===== src/rtl/ahb2apb_bridge.sv =====
// AHB-Lite slave to APB master bridge with three decoded peripheral slots.
// Writes spend one wait cycle to collect data; back-to-back writes use the pipelined P states.
module ahb2apb_bridge (
    input  logic        Hclk,
    input  logic        Hresetn,
    input  logic        Hwrite,
    input  logic        Hreadyin,
    input  logic [1:0]  Htrans,
    input  logic [31:0] Haddr,
    input  logic [31:0] Hwdata,
    input  logic [31:0] Prdata,
    output logic        Penable,
    output logic        Pwrite,
    output logic [2:0]  Pselx,
    output logic [31:0] Paddr,
    output logic [31:0] Pwdata,
    output logic        Hreadyout,
    output logic [1:0]  Hresp,
    output logic [31:0] Hrdata
);

    typedef enum logic [2:0] {
        ST_IDLE,
        ST_WWAIT,
        ST_READ,
        ST_WRITE,
        ST_WRITEP,
        ST_RENABLE,
        ST_WENABLE,
        ST_WENABLEP
    } state_t;

    state_t      r_state;
    logic [31:0] r_haddr_p1;
    logic [31:0] r_haddr_p2;
    logic        r_hwrite_p1;

    logic        w_valid;
    logic [31:0] w_wr_addr;
    logic        w_unused;

    // Each slot occupies a 64 MB window starting at 0x8000_0000.
    function automatic logic [2:0] decode_slot(input logic [31:0] addr);
        case (addr[31:26])
            6'b100000: decode_slot = 3'b001;
            6'b100001: decode_slot = 3'b010;
            6'b100010: decode_slot = 3'b100;
            default:   decode_slot = 3'b000;
        endcase
    endfunction

    assign w_valid   = Hreadyin && Htrans[1] &&
                       (Haddr >= 32'h8000_0000) && (Haddr < 32'h8C00_0000);
    // A pipelined write has already seen the next address phase, so its own address is two back.
    assign w_wr_addr = (r_state == ST_WENABLEP) ? r_haddr_p2 : r_haddr_p1;
    assign w_unused  = Htrans[0];

    assign Hresp  = 2'b00;
    assign Hrdata = Prdata;

    always_ff @(posedge Hclk or posedge Hresetn) begin
        if (Hresetn) begin
            r_state     <= ST_IDLE;
            r_haddr_p1  <= 32'h0;
            r_haddr_p2  <= 32'h0;
            r_hwrite_p1 <= 1'b0;
            Penable     <= 1'b0;
            Pwrite      <= 1'b0;
            Pselx       <= 3'b000;
            Paddr       <= 32'h0;
            Pwdata      <= 32'h0;
            Hreadyout   <= 1'b1;
        end else begin
            r_haddr_p1  <= Haddr;
            r_haddr_p2  <= r_haddr_p1;
            r_hwrite_p1 <= Hwrite;
            case (r_state)
                ST_IDLE, ST_RENABLE, ST_WENABLE: begin
                    if (w_valid && !Hwrite) begin
                        r_state   <= ST_READ;
                        Paddr     <= Haddr;
                        Pselx     <= decode_slot(Haddr);
                        Pwrite    <= 1'b0;
                        Penable   <= 1'b0;
                        Hreadyout <= 1'b0;
                    end else begin
                        r_state   <= (w_valid && Hwrite) ? ST_WWAIT : ST_IDLE;
                        Penable   <= 1'b0;
                        Pselx     <= 3'b000;
                        Hreadyout <= 1'b1;
                    end
                end
                ST_WWAIT: begin
                    r_state   <= w_valid ? ST_WRITEP : ST_WRITE;
                    Paddr     <= w_wr_addr;
                    Pwdata    <= Hwdata;
                    Pselx     <= decode_slot(w_wr_addr);
                    Pwrite    <= 1'b1;
                    Penable   <= 1'b0;
                    Hreadyout <= 1'b0;
                end
                ST_READ: begin
                    r_state   <= ST_RENABLE;
                    Penable   <= 1'b1;
                    Hreadyout <= 1'b1;
                end
                ST_WRITE: begin
                    r_state   <= w_valid ? ST_WENABLEP : ST_WENABLE;
                    Penable   <= 1'b1;
                    Hreadyout <= 1'b1;
                end
                ST_WRITEP: begin
                    r_state   <= ST_WENABLEP;
                    Penable   <= 1'b1;
                    Hreadyout <= 1'b1;
                end
                ST_WENABLEP: begin
                    if (!r_hwrite_p1) begin
                        r_state   <= ST_READ;
                        Paddr     <= Haddr;
                        Pselx     <= decode_slot(Haddr);
                        Pwrite    <= 1'b0;
                        Penable   <= 1'b0;
                        Hreadyout <= 1'b0;
                    end else begin
                        r_state   <= w_valid ? ST_WRITEP : ST_WRITE;
                        Paddr     <= w_wr_addr;
                        Pwdata    <= Hwdata;
                        Pselx     <= decode_slot(w_wr_addr);
                        Pwrite    <= 1'b1;
                        Penable   <= 1'b0;
                        Hreadyout <= 1'b0;
                    end
                end
                default: begin
                    r_state   <= ST_IDLE;
                    Penable   <= 1'b0;
                    Pselx     <= 3'b000;
                    Hreadyout <= 1'b1;
                end
            endcase
        end
    end

endmodule


===== config.mk =====
export PLATFORM = sky130hd
export DESIGN_NAME = ahb2apb_bridge
export DESIGN_NICKNAME = d
export VERILOG_FILES = /design/src/rtl/ahb2apb_bridge.sv
export SDC_FILE = /design/constraint.sdc
export NUM_CORES = 1
export LEC_CHECK = 0
export BUFFER_PORTS_ARGS = -buffer_cell sky130_fd_sc_hd__buf_2
export CORE_MARGIN = 2
export CORE_UTILIZATION = 40
export CTS_CLUSTER_SIZE = 8
export DETAILED_ROUTE_END_ITERATION = 16
export GPL_TIMING_DRIVEN = 0
export PLACE_DENSITY = 0.68
export SYNTH_ARGS = -nofsm -noshare
export SYNTH_HDL_FRONTEND = slang
export SYNTH_SLANG_ARGS = --single-unit

===== constraint.sdc =====
create_clock -name Hclk -period 7.6 [get_ports Hclk]
set_clock_uncertainty 0.05 [all_clocks]
set_input_delay 0.38 -clock Hclk [delete_from_list [all_inputs] [get_ports Hclk]]
set_output_delay 0.38 -clock Hclk [all_outputs]
set_load 0.1 [all_outputs]

==> impl_metrics.toml, run 1 <==
[outcome]
outcome = "finished clean"

[synth]
yosys_warnings = 0
synthAdderAreaFrac_pct = 0.188
synth.distinct_cells = 42
synth_largest_area_cell = "dfrtp_1"
synth_xor_area_share_pct = 0
synth_top_family_by_area = "compound AO/OA/AOI/OAI gates"
synth-edff-count = 0
synth_common_cells = "dfrtp_1 (137), nand2_1 (73), a21oi_1 (37)"
ys_top_cells_by_area = "dfrtp_1 (64%), mux2_2 (6.8%), a221o_1 (5.8%), nand2_1 (5.1%), buf_4 (4.8%)"
synth-async-reset-ratio_pct = 100
synthMuxAreaShare_pct = 7.14
yosysSeqAreaShare_pct = 64.8
synth.most_common_cell = "dfrtp_1"
synth_flop_cell = "dfrtp_1"
synth_top_area_share_pct = 64.3
ys_ff_latch = 138
netlist_instances = 422
yosys.area_share.simple_pct = 9.06
syn_avg_cell_area_sq_um = 12.6
synth_compound_area_share_pct = 11.5
syn-cell-area_sq_um = 5330

[hold_path]
whs_path_depth = 1
min_to = "r_haddr_p1[16]"
hp-class = "input pin to flip-flop"
min_from = "Haddr[16]"

[layout]
syn2layout_area_growth_pct = 32.6
final_area_sq_um = 7070
fill_cells = 1145
drive_gt1_share_pct = 45.0
layout.nets = 716
n_antenna_cell = 0

[global_route]
grt_pass1_vias = 3956
grt_pass1_wl_um = 20500
groute.usage.overall_pct = 18.5
grt_max_degree = 93
overflow = 0
antenna_found_initial = 0
met1_usage_pct = 24.1
grtUsageMet3_pct = 6.61
top_usage_layer = "met2"
met2_usage_pct = 28.6

[placement]
dpl_worst_slack_ns = 4.83
io_buffers = 170
dpl-instance-area_sq_um = 6440
gp_congestion = 0.855
dp_hpwl_um = 8800

[cts]
cts_root_buf = "clkbuf_16"
clock-sinks = 138
path_clk_slew_ns = 0.06
cts_tree = "built"
clock_latency_ns = 0.42
cts_buffer_depth = 2
cts_inserted_buffers = 17
cts-resized-gates = 0
htreeDepth = 4

[sta]
min_period_over_period_pct = 35.8
max_freq_mhz = 367
rsz0062_at_grt = "no"
final.setup.worst_slack_ns = 4.88
tightest_slew_ns = 0.728
hold_violations = 0
min_period_ns = 2.72
drv_slew = 0
tns_ns = 0
setup_viol = 0
slew_headroom_pct = 51.5

[floorplanning]
initial_utilization_pct = 40.6
num_rows = 42
die-area_sq_um = 14300
die_h_um = 119
core_area_sq_um = 13100
ioPinCount = 206
dieWidth_um = 119

[setup_path]
rr_startpoint = "r_state[1]"
critPathTopFamily = "buffers and inverters"
reg2reg_depth = 7
critPathMaxFanout = 10
startpoint = "r_state[1]"
max_stage_delay_ns = 0.61
crit_buf_inv = 3
cp-end-kind = "flip-flop"
required_ns = 7.85
crit_path_start_kind = "flip-flop"
arrival_ns = 2.97
cpMaxStageDelayCell = "clkbuf_1"
crit_chain = "buf_2, and3_1, o21ai_1, clkbuf_1, buf_1, a21oi_1, a221o_1"
worstSetupPathType = "flip-flop to flip-flop"
r2r_slack_ns = 4.88
r2r_end = "Paddr[30]"

[drt]
drtAntennaViolNets = 0
vias_per_cell = 4.94
drtIter0Drc = 241
drc = 0
dr.pass1.iters = 4
vias = 3961
postRouteWirelength_um = 12600
post_drt_wl_per_cell_um = 15.7

[job]
drv_cap = 0
-- metal layers --
metal	wire [um]	part of all wire, %	vias to the layer above
met4	197	1.6	0
met5	0	0	-
met1	5430	43	1904
met2	5860	46	193
li1	-	-	1848
met3	1130	8.9	16
-- flip-flops by register name, summed over array words and instances, names as in the netlist --
signal	flops
Paddr	32
Pwdata	32
r_haddr_p1	32
r_haddr_p2	32
Pselx	3
r_state	3
Hreadyout	1
Penable	1
Pwrite	1
r_hwrite_p1	1
-- repair_timing --
item | CTS | global route
setup buffers | 0 | 0
hold buffers | 1 | 0
endpoints found under the hold margin | 45 | 0
-- how the worst max path moves through the flow --
| stage | end | cells past startpoint |
|---|---|---|
| after floorplan | Paddr[0] | 1 |
| after global placement | Paddr[5] | 2 |
| after detailed placement | Paddr[30] | 7 |
| after CTS | Paddr[30] | 7 |
| after global routing | Paddr[2] | 7 |
| final | Paddr[30] | 7 |
-- cells in the final DEF (no fill, tap or decap), drive strengths merged, types with 3 or more instances in the layout --
| master | count |
|---|---|
| nand2b | 6 |
| bufinv | 3 |
| dfrtp | 137 |
| a221o | 31 |
| nand2 | 74 |
| clkbuf | 35 |
| clkinvlp | 3 |
| o21ai | 5 |
| mux2 | 32 |
| nor4 | 4 |
| clkinv | 3 |
| a21oi | 37 |
| nor2 | 4 |
| buf | 213 |
| inv | 6 |
-- metrics by stage --
step	util (%)	hold WS [ns]	cells
CTS	53.8	0.0103	802
global route	53.8	0.00528	802
floorplan	-	0.304	423
finish	53.8	0.0292	802
global placement	48.7	0.306	769
detailed placement	49.0	0.309	770
-- logic make-up (layout without fill, tap and decap cells) --
kind of cell               Yosys count  in the layout
muxes                               34             34
buffers and inverters               61            264
DFF                                138            138
adders and majority gates            1              1
AOI/OAI and AO/OA                   84             84
other                                1              2
and+or+nand+nor                    103            103
-- area by class of cell --
| type | instances | area (sq um) | area share, % |
|---|---|---|---|
| clock buffer | 21 | 480 | 6.80 |
| timing repair buffer | 172 | 888 | 12.6 |
| clock inverter | 10 | 140 | 1.98 |
| multi-input combinational | 224 | 1490 | 21.1 |
| inverter | 5 | 23.8 | 0.336 |
| sequential | 138 | 3450 | 48.9 |
| buffer | 56 | 365 | 5.17 |
| tap | 176 | 220 | 3.12 |
Power of run 1 is left out: the tool's default activity adds up to more than one toggle a clock period on the data nets, which glitch-free logic cannot reach.
==> run 2, diff against run 1 <==
--- a/config.mk
+++ b/config.mk
@@ -11,7 +11,7 @@
 export CTS_CLUSTER_SIZE = 8
 export DETAILED_ROUTE_END_ITERATION = 16
 export GPL_TIMING_DRIVEN = 0
-export PLACE_DENSITY = 0.68
+export PLACE_DENSITY = 0.7
 export SYNTH_ARGS = -nofsm -noshare
 export SYNTH_HDL_FRONTEND = slang
 export SYNTH_SLANG_ARGS = --single-unit
==> constraint.sdc (replaced) <==
create_clock -name Hclk -period 2.2 [get_ports Hclk]
set_clock_uncertainty 0.05 [all_clocks]
set_input_delay 0.11 -clock Hclk [delete_from_list [all_inputs] [get_ports Hclk]]
set_output_delay 0.11 -clock Hclk [all_outputs]
set_load 0.1 [all_outputs]
==> run 2 against run 1 <==
Net effect: register-to-register slack worse by 4.8 ns; setup slack lost 4.8 ns; maximum frequency up 30%; highest routed layer unchanged.
==> impl_metrics.toml, run 2 (synthesis gave the netlist of run 1 again) <==
[setup_path]
worstSetupPathType = "flip-flop to flip-flop"
cp-end-kind = "flip-flop"
rr_startpoint = "r_state[1]"
r2r_slack_ns = 0.11
arrival_ns = 2.34
startpoint = "r_state[1]"
crit_path_start_kind = "flip-flop"
critPathMaxFanout = 10
required_ns = 2.45
r2r_end = "Paddr[14]"
reg2reg_depth = 7

[cts]
clock-sinks = 138
path_clk_slew_ns = 0.06
cts_root_buf = "clkbuf_16"
cts_inserted_buffers = 17
htreeDepth = 4
clock_latency_ns = 0.42
cts_buffer_depth = 2
cts_tree = "built"

[hold_path]
min_from = "Haddr[30]"
min_to = "Pselx[0]"
whs_path_depth = 5
hp-class = "input pin to flip-flop"

[sta]
min_period_over_period_pct = 95.2
tightest_slew_ns = 0.592
rsz0062_at_grt = "no"
min_period_ns = 2.09
max_freq_mhz = 478
slew_headroom_pct = 60.5
hold_violations = 0
drv_slew = 0
setup_viol = 0

[global_route]
met1_usage_pct = 24.9
antenna_found_initial = 0
overflow = 0
grtUsageMet3_pct = 7.71
grt_max_degree = 46
grt_pass1_wl_um = 23000
grt_pass1_vias = 4567
met2_usage_pct = 34.2
top_usage_layer = "met2"
groute.usage.overall_pct = 21.0

[drt]
drc = 0
drtIter0Drc = 234
post_drt_wl_per_cell_um = 16.6
vias = 4358
vias_per_cell = 5.00
postRouteWirelength_um = 14500
dr.pass1.iters = 5
drtAntennaViolNets = 0

[layout]
multiInputGateArea_sq_um = 1530
final_cells = 871
n_antenna_cell = 0
final_area_sq_um = 7820
drive_gt1_share_pct = 42.3
fill_cells = 1073
final_common_cell = "buf_2"
layout.nets = 784
layout_common_cells = "buf_2 (174), dfrtp_1 (137), nand2_1 (72)"
syn2layout_area_growth_pct = 46.7
seq_area_sq_um = 3450

[floorplanning]
dieWidth_um = 119
initial_utilization_pct = 40.6
num_rows = 42
ioPinCount = 206
die_h_um = 119
core_area_sq_um = 13100
die-area_sq_um = 14300

[placement]
gp_congestion = 0.877
dpl-instance-area_sq_um = 6470
io_buffers = 170
dp_hpwl_um = 9140
dp.cells = 772

[outcome]
outcome = "finished clean"

[job]
drv_cap = 0
[run 2: cell count changes in the layout (fill, tap and decap cells not counted), sizes merged]
cell and delta:
clkinvlp -1, bufinv +1, clkinv +1, dlygate4sd3 +65
buf +3, clkbuf +1, inv -1
[run 2: cell type report]
| class | instances | share of cell area [%] |
|---|---|---|
| timing repair buffer | 240 | 20.2 |
| buffer | 56 | 4.82 |
| multi-input combinational | 224 | 19.5 |
| tap | 176 | 2.82 |
| inverter | 5 | 0.288 |
| clock buffer | 22 | 6.06 |
| sequential | 138 | 44.2 |
| clock inverter | 10 | 2.10 |
[run 2: how the worst max path moves through the flow]
stage                endpoint  depth (start not counted)
2_1_floorplan       Paddr[10]                          7
3_3_place_gp   r_haddr_p2[12]                          2
3_5_place_dp        Paddr[18]                          7
4_1_cts             Paddr[18]                          6
5_1_grt             Paddr[18]                          7
6_report            Paddr[14]                          7
[run 2: stage by stage]
step | hold slack [ns] | worst slack [ns] | setup TNS, ns | util [%]
3_5_place_dp | 0.0809 | -0.492 | -13.90 | 49.2
3_3_place_gp | 0.184 | -0.459 | -73.81 | 48.8
4_1_cts | 0.117 | 0.0251 | 0 | 59.4
2_1_floorplan | 0.0914 | 0.212 | 0 | -
5_1_grt | 0.160 | 0.0191 | 0 | 59.5
6_report | 0.133 | 0.106 | 0 | 59.5
[run 2: repair_timing]
action / 4_1_cts / 5_1_grt
buffers inserted: 1 / 0
endpoints found under the hold margin: 185 / 0
cloned: 0 / 0
setup endpoints to repair: 42 / 33
hold buffers: 66 / 0
pin swaps: 1 / 0
gates resized for setup: 10 / 6
[run 2: metal layers]
layer	wire, um	part of all wire (%)	up-vias
met5	0	0	-
met4	369	2.5	0
met3	1210	8.4	39
met2	6970	48	233
met1	5920	41	2115
li1	-	-	1971
[run 2: worst max-delay path: stages (launching register included)]
cell	delay [ns]
dfrtp_1	0.36
buf_2	0.18
and3_1	0.19
o21ai_2	0.24
buf_4	0.27
clkbuf_2	0.29
a21oi_1	0.10
a221o_1	0.29
Power of run 2 is left out for the same reason.
==> run 3, diff against run 2 <==
--- a/config.mk
+++ b/config.mk
@@ -11,7 +11,7 @@
 export CTS_CLUSTER_SIZE = 8
 export DETAILED_ROUTE_END_ITERATION = 16
 export GPL_TIMING_DRIVEN = 0
-export PLACE_DENSITY = 0.7
+export PLACE_DENSITY = 0.68
 export SYNTH_ARGS = -nofsm -noshare
 export SYNTH_HDL_FRONTEND = slang
 export SYNTH_SLANG_ARGS = --single-unit
==> constraint.sdc (replaced) <==
create_clock -name Hclk -period 2.4 [get_ports Hclk]
set_clock_uncertainty 0.05 [all_clocks]
set_input_delay 0.12 -clock Hclk [delete_from_list [all_inputs] [get_ports Hclk]]
set_output_delay 0.12 -clock Hclk [all_outputs]
set_load 0.1 [all_outputs]
==> run 3 against run 2 <==
Net effect: die area stayed put; clock-buffer cell count stayed put; first-iteration DRC count is 8.1% lower; critical path depth unchanged; hold slack worse by 0.015 ns; utilization shrank 0.39 points; critical path type is now input pin to flip-flop; via count is 1.5% lower; register-to-register slack improved by 0.07 ns; cell count down 0.11%.
==> impl_metrics.toml, run 3 (synthesis gave the netlist of run 1 again) <==
[outcome]
outcome = "finished clean"

[sta]
min_period_over_period_pct = 99.1
max_freq_mhz = 421
slew_headroom_pct = 57.3
setup_viol = 0
min_period_ns = 2.38
tightest_slew_ns = 0.641
hold_violations = 0
drv_slew = 0

[floorplanning]
initial_utilization_pct = 40.6
dieWidth_um = 119
num_rows = 42
ioPinCount = 206
die-area_sq_um = 14300
core_area_sq_um = 13100
die_h_um = 119

[layout]
syn2layout_area_growth_pct = 45.8
final_cells = 870
layout.nets = 785
fill_cells = 1029
final_area_sq_um = 7770
final_common_cell = "buf_2"
fin_util_pct = 59.1
n_antenna_cell = 0
layout_common_cells = "buf_2 (173), dfrtp_1 (137), nand2_1 (72)"
drive_gt1_share_pct = 41.6

[cts]
path_clk_slew_ns = 0.05
clock-sinks = 138
cts_root_buf = "clkbuf_16"
cts_inserted_buffers = 17
htreeDepth = 4
cts_buffer_depth = 2
cts_tree = "built"
clock_latency_ns = 0.41

[drt]
vias = 4291
drc = 0
post_drt_wl_per_cell_um = 16.0
vias_per_cell = 4.93
dr.pass1.iters = 5
topRoutingLayerUsed = "met4"
postRouteWirelength_um = 13900
wl_met1_um = 5880
drtIter0Drc = 215
wl_met2_um = 6720
drtAntennaViolNets = 0
dr_wl_met3_um = 1080

[setup_path]
arrival_ns = 2.62
cpMaxStageDelayCell = "dlygate4sd3_1"
max_stage_delay_ns = 0.59
required_ns = 2.64
cp-end-kind = "flip-flop"
reg2reg_depth = 7
worstSetupPathType = "input pin to flip-flop"
r2r_slack_ns = 0.18
critPathMaxFanout = 8
crit_chain = "dlygate4sd3_1, or4b_4, nor4b_4, maj3_2, nand2_8, clkbuf_16, a221o_1"
crit_path_start_kind = "input pin"

[global_route]
antenna_found_initial = 0
grt_pass1_vias = 4488
grt_pass1_wl_um = 22400
overflow = 0
grt_max_degree = 46
groute.usage.overall_pct = 20.3

[placement]
gp_congestion = 0.845
dp.cells = 772
dpl-instance-area_sq_um = 6470
dp_hpwl_um = 9140
io_buffers = 170

[hold_path]
hp-class = "input pin to flip-flop"
whs_path_depth = 3

[job]
drv_cap = 0
## run 3: cell types whose count changed in the layout (fill, tap and decap cells not counted), moves of 2 or more
cell,previous run,this run
buf_6,3,1
buf_8,0,3
bufinv_16,4,1
clkinv_2,2,5
## run 3: layer usage
layer	track usage [%]	vias up
met5	0	-
met4	6.69	0
met3	7.09	18
met2	33.5	190
met1	24.9	2101
li1	-	1982
## run 3: final timing paths
kind	startpoint	to
max reg2reg	r_state[1]	Paddr[17]
max in group asynchronous	Hresetn	Paddr[15]
max	Haddr[30]	Paddr[16]
min reg2reg	r_haddr_p1[20]	r_haddr_p2[20]
min in group asynchronous	Hresetn	Pwdata[24]
min	Haddr[31]	Paddr[31]
## run 3: timing repair
item                                    in CTS  in global routing
buffers inserted                             0                  2
hold buffers                                66                  1
hold endpoints to repair                   119                  1
pin swaps                                    0                  3
endpoints found under the setup margin      30                 26
cloned                                       0                  1
gates resized for setup                      4                 14
## run 3: area by class of cell
cell class / instances / area, sq um / share of cell area (%)
tap: 176 / 220 / 2.84
inverter: 5 / 22.5 / 0.290
clock inverter: 8 / 71.3 / 0.918
timing repair buffer: 241 / 1620 / 20.9
sequential: 138 / 3450 / 44.5
multi-input combinational: 224 / 1520 / 19.6
buffer: 56 / 382 / 4.91
clock buffer: 22 / 474 / 6.11
## run 3: through the flow
stage          hold WS [ns]  TNS [ns]  setup WS [ns]
2_1_floorplan         0.101         0          0.412
3_3_place_gp          0.194    -42.54         -0.282
3_5_place_dp          0.171     -5.73         -0.220
4_1_cts               0.171         0        0.00362
5_1_grt               0.120   -0.0101       -0.00408
6_report              0.118         0         0.0223
## run 3: critical path: cells and delay by family
kind,cells,cell delay [ns]
AO/OA/AOI/OAI,1,0.34
adder cells (fa/ha/maj),1,0.31
buffers and inverters,2,0.78
AND/OR/NAND/NOR,3,1.06
Power of run 3 is left out for the same reason.
